<file path="src/rtl/mmio_timer_bank.sv">
// Bank of N_CH reload timers on the data bus with a shared prescaler.
// Per-channel enable/irq_en/status/one_shot; pending bits merge into irqout.
module mmio_timer_bank #(
  parameter int          N_CH     = 2,
  parameter int          WIDTH    = 32,
  parameter int          PRESCALE = 1,
  parameter logic [31:0] BASE     = 32'h4000_0000
) (
  input  logic            clk,
  input  logic            reset,
  input  logic            rd,
  input  logic            wr,
  input  logic [31:0]     addr,
  input  logic [31:0]     wdata,
  output logic [31:0]     rdata,
  output logic            en,
  output logic [N_CH-1:0] irq_vec,
  output logic            irqout
);

  localparam int PW = 17;

  logic [WIDTH-1:0] th_q [N_CH];
  logic [WIDTH-1:0] th_d [N_CH];
  logic [WIDTH-1:0] tl_q [N_CH];
  logic [WIDTH-1:0] tl_d [N_CH];
  logic [N_CH-1:0]  ena_q, ena_d;
  logic [N_CH-1:0]  ie_q, ie_d;
  logic [N_CH-1:0]  st_q, st_d;
  logic [N_CH-1:0]  os_q, os_d;
  logic [PW-1:0]    pre_q, pre_d;

  logic [29:0] woff;
  logic [2:0]  ch_sel;
  logic [1:0]  reg_sel;
  logic        ch_hit;
  logic        pend_hit;
  logic        tick;
  logic        unused_bits;

  assign unused_bits = ^{addr[1:0], wdata};

  // Word offset from BASE; channel blocks are 4 words, last word is a hole.
  always_comb begin
    woff     = addr[31:2] - BASE[31:2];
    ch_sel   = woff[4:2];
    reg_sel  = woff[1:0];
    ch_hit   = (woff[29:2] < 28'(N_CH)) && (reg_sel != 2'd3);
    pend_hit = (woff == 30'h40);
  end

  assign en      = ch_hit | pend_hit;
  assign irq_vec = st_q & ie_q;
  assign irqout  = |irq_vec;

  always_comb begin
    logic sel;
    logic ov;
    logic w1c;
    sel   = 1'b0;
    ov    = 1'b0;
    w1c   = 1'b0;
    tick  = (|ena_q) && (pre_q == PW'(PRESCALE - 1));
    pre_d = (!(|ena_q) || tick) ? '0 : pre_q + 1'b1;
    ena_d = ena_q;
    ie_d  = ie_q;
    os_d  = os_q;
    st_d  = st_q;
    for (int c = 0; c < N_CH; c++) begin
      th_d[c] = th_q[c];
      tl_d[c] = tl_q[c];
      sel = ch_hit && (ch_sel == 3'(c));
      ov  = tick && ena_q[c] && (&tl_q[c]);
      w1c = (wr && pend_hit && wdata[c])
          | (wr && sel && reg_sel == 2'd2 && wdata[2]);
      if (tick && ena_q[c])
        tl_d[c] = ov ? th_q[c] : tl_q[c] + 1'b1;
      if (ov && os_q[c])
        ena_d[c] = 1'b0;
      // A hardware set always survives a same-edge clear.
      st_d[c] = ov | (st_q[c] & ~w1c);
      if (wr && sel) begin
        unique case (1'b1)
          reg_sel == 2'd0: th_d[c] = wdata[WIDTH-1:0];
          reg_sel == 2'd1: tl_d[c] = wdata[WIDTH-1:0];
          default: begin
            ena_d[c] = wdata[0];
            ie_d[c]  = wdata[1];
            os_d[c]  = wdata[3];
          end
        endcase
      end
    end
  end

  always_comb begin
    logic [31:0] rsel;
    rsel = '0;
    for (int c = 0; c < N_CH; c++) begin
      if (ch_hit && ch_sel == 3'(c)) begin
        unique case (1'b1)
          reg_sel == 2'd0: rsel = 32'(th_q[c]);
          reg_sel == 2'd1: rsel = 32'(tl_q[c]);
          default:
            rsel = {28'b0, os_q[c], st_q[c], ie_q[c], ena_q[c]};
        endcase
      end
    end
    if (pend_hit)
      rsel = 32'(irq_vec);
    rdata = (rd && en) ? rsel : '0;
  end

  always_ff @(posedge clk or negedge reset) begin
    if (!reset) begin
      for (int c = 0; c < N_CH; c++) begin
        th_q[c] <= '0;
        tl_q[c] <= '0;
      end
      ena_q <= '0;
      ie_q  <= '0;
      st_q  <= '0;
      os_q  <= '0;
      pre_q <= '0;
    end else begin
      for (int c = 0; c < N_CH; c++) begin
        th_q[c] <= th_d[c];
        tl_q[c] <= tl_d[c];
      end
      ena_q <= ena_d;
      ie_q  <= ie_d;
      st_q  <= st_d;
      os_q  <= os_d;
      pre_q <= pre_d;
    end
  end

endmodule

</file>
<file path="config.mk">
export PLATFORM = sky130hd
export DESIGN_NAME = mmio_timer_bank
export DESIGN_NICKNAME = d
export VERILOG_FILES = /design/src/rtl/mmio_timer_bank.sv
export SDC_FILE = /design/constraint.sdc
export NUM_CORES = 1
export LEC_CHECK = 0
export ABC_CLOCK_PERIOD_IN_PS = 4400
export CORE_UTILIZATION = 60
export CTS_BUF_LIST = sky130_fd_sc_hd__clkbuf_8
export DETAILED_ROUTE_END_ITERATION = 10
export HOLD_SLACK_MARGIN = 0.15
export PLACE_DENSITY = 0.84
export SYNTH_ARGS = -nofsm -noshare
export SYNTH_HDL_FRONTEND = slang
export SYNTH_SLANG_ARGS = --single-unit
</file>
<file path="constraint.sdc">
create_clock -name clk -period 4.4 [get_ports clk]
set_clock_uncertainty 0.15 [all_clocks]
set_input_delay 0.44 -clock clk [delete_from_list [all_inputs] [get_ports clk]]
set_output_delay 0.44 -clock clk [all_outputs]
set_load 0.01 [all_outputs]
</file>
* Word-level counts from Yosys, hierarchy flattened
Index checks and enable logic that the tools add are counted.
** Storage, ports and cells
- Flip-flop bits (word level) :: 153
- Bits in latches :: 0
- RAM bits :: 0
- Bits in read-only memories :: 0
- Input port bits :: 68
- Output and inout port bits :: 36
- Memories :: 0
** Cells by class
- $add $sub $neg :: 4
- $mul :: 0
- Div/mod/pow operators :: 0
- Magnitude comparators :: 1
- Equal/unequal tests :: 5
- Shift operators :: 0
- Muxes and demuxes :: 21
- Bitwise operators :: 11
- Reduce and logical (&&, ||, !) cells :: 34
** Operator list (number)
- $mux 32 :: 12
- $pmux 32 s2 :: 2
- $add 32x1->32 const B :: 2
- $reduce_and 32->1 :: 2
- $eq 30x7->1 const B :: 1
- $sub 30x29->30 const B :: 1
- $lt 28x2->1 const B :: 1
- $logic_and 1x1->1 :: 20
- $add 17x1->17 const B :: 1
- $logic_not 17->1 :: 1
- $mux 17 :: 1
- $reduce_and 2->1 :: 4
- $mux 1 :: 6
- $reduce_or 2->1 :: 3
- $or 1x1->1 :: 5
- $eq 3x1->1 const B :: 1
- $logic_not 3->1 :: 1
- $not 1->1 :: 3
- $and 1x1->1 :: 2
- $and 2x2->2 :: 1
- $eq 2x1->1 const B :: 1
- $eq 2x2->1 const B :: 1
- $logic_not 2->1 :: 1
- $ne 2x2->1 const B :: 1
- 2 further kinds :: 2

* Longest topological paths before layout
- Depth in word-level cells :: 11
- Gate-level depth with buffers :: 9
- Mapped depth without buffers :: 8

* Worst setup path before layout
No wires, ideal clock.
- Kind :: register -> register
- From :: reg pre_q[0]
- To :: reg tl_q[16] (netlist name)
- Data arrival time :: 2.354 ns
- Required time :: 4.173 ns
- Slack :: 1.820 ns
- Stages on the path, launching flop included :: 10
- Cell sequence :: dfrtp_1 -> inv_1 -> ha_1 -> or4b_4 -> nor4_4 -> nand2_1 -> buf_2 -> nor4_2 -> mux2_2 -> o21ai_1
** RTL lines
- start, declared :: RTL line 31 : logic [PW-1:0] pre_q, pre_d;
- start signal, assigned :: RTL line 134 : pre_q <= pre_d;
- end signal, assigned by index :: RTL line 128 : tl_q[c] <= tl_d[c];
- end, declared :: RTL line 25 : logic [WIDTH-1:0] tl_q [N_CH];

* Worst setup path after layout
- From :: in addr[31]
- To :: out rdata[22]
** On the way
- Longest elaborated chain between the ends :: 8
- Elaborated cells between the ends (all ways) :: 12
- Those cells by class :: 1 x add/sub; 1 x order compare; 1 x eq/ne; 4 x mux; 1 x bitwise; 4 x reduce/logical
** RTL lines
- start, declared :: RTL line 13 : input logic [31:0] addr,
- $sub 30x29->30 * :: RTL line 45 : woff = addr[31:2] - BASE[31:2];
- $lt 28x2->1 :: RTL line 48 : ch_hit = (woff[29:2] < 28'(N_CH)) && (reg_sel != 2'd3);
- $logic_and 1x1->1 :: RTL line 48
- $logic_and 1x1->1 :: RTL line 100 : if (ch_hit && ch_sel == 3'(c)) begin
- $mux 32 (2 in series) :: RTL line 100
- $mux 32 :: RTL line 109 : if (pend_hit)
- $mux 32 * :: RTL line 111 : rdata = (rd && en) ? rsel : '0;
- end, declared :: RTL line 15 : output logic [31:0] rdata,
Mark *: on every way between the ends. The rest lies on a longest branch, timed or not.

==> results.md <==
- Maximum level of the CTS H-tree: 4
- Fraction of registers with async set/reset: 100%
- Skew-Pair Late Insertion Delay: 0.46 ns
- Clock-pin slew of the registers on the worst-case setup and hold paths: 0.08 ns
- Combinational family with the most area after synthesis: simple AND/OR/NAND/NOR gates
- Total Nets Final: 1,120
- Setup repair after global routing missed its margin: no
- Number of instances resized during post-cts repair: 0
- Highest-delay cell along the critical path: clkdlybuf4s50_1
- Post-synth net total: 1,041
- Bufs and invs on worst path: 3
- Initial core utilization: 61.9%
- Met2 demand-to-capacity share in global routing: 57.7%
- Synth Area in Compound Gates: 14.1%
- Worst EP required: 3.81 ns
- Max-Slew Margin vs Limit: 32.7%
- Fraction of the cycle the final worst path needs: 83.1%
- Syn. warnings: 0
- Share of synthesized cell area in and, or, nand and nor gates: 22.1%
- Synthesized cell area: 9450 um2
- Final non-filler cell total: 1,272
- Number of pins exceeding their max-slew limit in the final report: 0
- Initial drt markers: 1,251
- Launch point of the worst hold path: pre_q[0]
- Setup violation total in the final timing report: 0
- Final worst path period need: 3.66 ns
- Run status: finished clean
- Proportion of layout cells with a drive suffix above 1: 16.7%
- Average cell area after synthesis: 9.75 um2
- First-pass GRT wire length: 45,100 um
- Worst slack on hold paths: 0.344 ns
- Detailed-route via count: 8,820
- Cell count after placement: 1,239
- Via count of the first global-routing pass: 8,601
- CP endpoint kind: output pin
- Overall overflow remaining after global route: 0
- Seq pwr share: 50.8%
- Drt wl/cell: 22.1 um
- Top cells by area, synth: dfrtp_1 (41%), mux2_2 (8.9%), mux4_2 (6.4%), nand2_1 (4.0%), nor2_1 (3.2%)
- Number of standard cells after synthesis: 969
- Count of flip-flops with a built-in enable after synthesis: 0
- Leading cell types in the layout, fill and taps excluded: dfrtp_1 (153), nand2_1 (100), clkdlybuf4s50_1 (98)
- Commonest register cell after synthesis: dfrtp_1
- GRT Max-Usage Layer: met2
- Core footprint: 15,300 um2
- Cells traversed along the worst timing path: clkdlybuf4s50_1 -> nor4b_1 -> nand4_1 -> nor3b_2 -> nand3_1 -> buf_4 -> nor2b_1 -> clkdlybuf4s50_1
- P&R area growth vs syn: 17.1%
- Antenna violations before repair: 0
- Fraction of the mapped netlist area in adder cells: 0.530%
- Measured slew at the worst slew-check pin: 1.01 ns
- Internal Pwr Total: 0.00213 W
- Post-synthesis sequential area ratio: 40.5%
- Setup slack, reg-to-reg: 0.84 ns
- Bufs on Longest Clock Path: 2
- GRT Overall Usage: 36.0%
- Critical path class: in -> out
- Ports placed on the boundary: 104
- Signal arrival time at the worst endpoint: 3.07 ns
- Leakage power figure: 4.60 nW
- Startpoint type of the worst setup path: primary input
- Most used cell along the critical path: clkdlybuf4s50_1
- Number of hold violations in the final report: 0
- Hold Crit Class: reg -> reg
- Std cell rows: 45
- Fraction of post-synthesis cell area in the top cell type by area: 40.5%
- Sw frac: 22.8%
- Timing startpoint of the critical path: addr[31]
- Logic pwr share: 6.3%
- Grt met3 use: 7.29%
- Die Span X: 127 um
- Share of the synthesized netlist area taken by xor and xnor gates: 1.39%
- Total of flip-flops plus latches after synthesis: 153
- Number of vias per cell after detailed routing: 6.93
- Clock network fraction of design power: 42.9%
- Crit Path Max Fanout: 27
- Vertical extent of the die: 127 um
- Estimated wirelength of the detail-placed design: 18,800 um
- Gpl congestion: 0.958
- Power spent charging and discharging nets: 0.000630 W
- GR Layer Usage met1: 46.7%
- Number of clock sinks: 153
- Kind of cell with the highest combined delay on the critical path: simple AND/OR/NAND/NOR gates
- Fmax: 273 MHz
- Library cell with the largest summed area after synthesis: dfrtp_1
- Die footprint: 16,200 um2
- Commonest non-fill, non-tap cell in the layout: dfrtp_1
- Multiplexer area fraction after synthesis: 18.0%
- Largest net degree at the start of global routing: 109
- Final wirelength: 28,100 um
- Total power density per cell area: 250 nW/um2
- # Post-CTS Setup Buffers: 0
- Fin util: 72.5%
- Number of iterations in the first detailed-routing pass: 6
- R2r startpoint: tl_q[0]
- Post-route ant nets: 0
- Number of maximum-capacitance constraint violations: 0
- Peak supply drop: 238 uV
- Sum of negative setup slack: 0 ns
- Final routed DRC violation total: 0
- Clock root buffer: clkbuf_8
- Clock buffer count from CTS: 17
- Largest stage delay on the critical path: 0.57 ns
- Number of distinct library cells after synthesis: 66
- Count of buffers inserted at the top-level ports: 101
- Clock tree from TritonCTS: built
-- cell families (layout without fill, tap and decap cells) --
group | Yosys count | in the layout
xor+xnor | 15 | 15
mux | 127 | 127
other cells | 0 | 1
fa+ha+maj | 4 | 4
simple gates | 388 | 388
buf+inv | 77 | 168
flops | 153 | 153
compound gates | 205 | 205
-- power groups by stage --
stage / Sequential (W) / Clock (W) / Combinational (W)
2_1_floorplan: 0.00143 / 0 / 0.0000539
5_1_grt: 0.00140 / 0.00125 / 0.000189
3_3_place_gp: 0.00143 / 0 / 0.000173
6_report: 0.00140 / 0.00118 / 0.000175
4_1_cts: 0.00140 / 0.00120 / 0.000176
3_5_place_dp: 0.00143 / 0 / 0.000174
-- sequential cells by signal, summed over array words and instances, names as in the netlist --
| signal | cells |
|---|---|
| ie_q | 2 |
| tl_q | 64 |
| pre_q | 17 |
| th_q | 64 |
| os_q | 2 |
| ena_q | 2 |
| st_q | 2 |
-- layer usage --
layer,vias to the layer above,wire length [um]
li1,3781,-
met1,4243,10900
met2,663,13200
met3,133,2940
met4,0,1080
met5,-,0
-- cell usage after synthesis (25+ instances only) --
cell	instances
nand4_1	25
o21ai_0	33
clkbuf_1	42
mux4_2	27
nand3_1	38
nand2_1	100
mux2_2	75
nor2b_1	28
dfrtp_1	153
a21oi_1	44
nor2_1	81
mux2i_1	25
-- worst paths after layout --
| path | cells past startpoint | to |
|---|---|---|
| worst max-delay path | 8 | rdata[22] |
| worst min-delay path | 1 | pre_q[0] |
| worst max register to register | 8 | tl_q[8] |
| worst min register to register | 1 | pre_q[0] |
| max in group asynchronous | 3 | tl_q[25] |
| min in group asynchronous | 2 | tl_q[43] |
-- layout make-up --
type                    instances  area [um2]
clock inverters                12         174
multi-input cells             739        5310
fillers                      1093        4200
diodes                          1        2.50
well taps                     211         264
flip-flops and latches        153        3830
inverters                      19        71.3
clock buffers                  19         262
repair buffers                118        1140
-- worst register-to-register path, cell delays in order (launching register included) --
cell      delay, ns
dfrtp_1        0.43
ha_1           0.27
nand4_1        0.22
or3_1          0.52
nor4_4         0.56
buf_4          0.31
and2_1         0.53
a211oi_1       0.17
o31ai_1        0.30
-- what timing repair did --
| item | CTS | global route |
|---|---|---|
| hold endpoints to repair | 106 | 0 |
| endpoints found under the setup margin | 0 | 0 |
| hold buffers | 1 | 0 |
-- through the flow --
stage               total power [W]  cell area (um2)  setup WS (ns)
finish                      0.00276            11100          0.743
global route                0.00285            11100          0.452
CTS                         0.00278            11100          0.776
detailed placement          0.00161            10600          0.779
global placement            0.00161            10600          0.858
floorplan                   0.00149             9450           1.82
No activity file was read; power rests on OpenSTA's default activity.
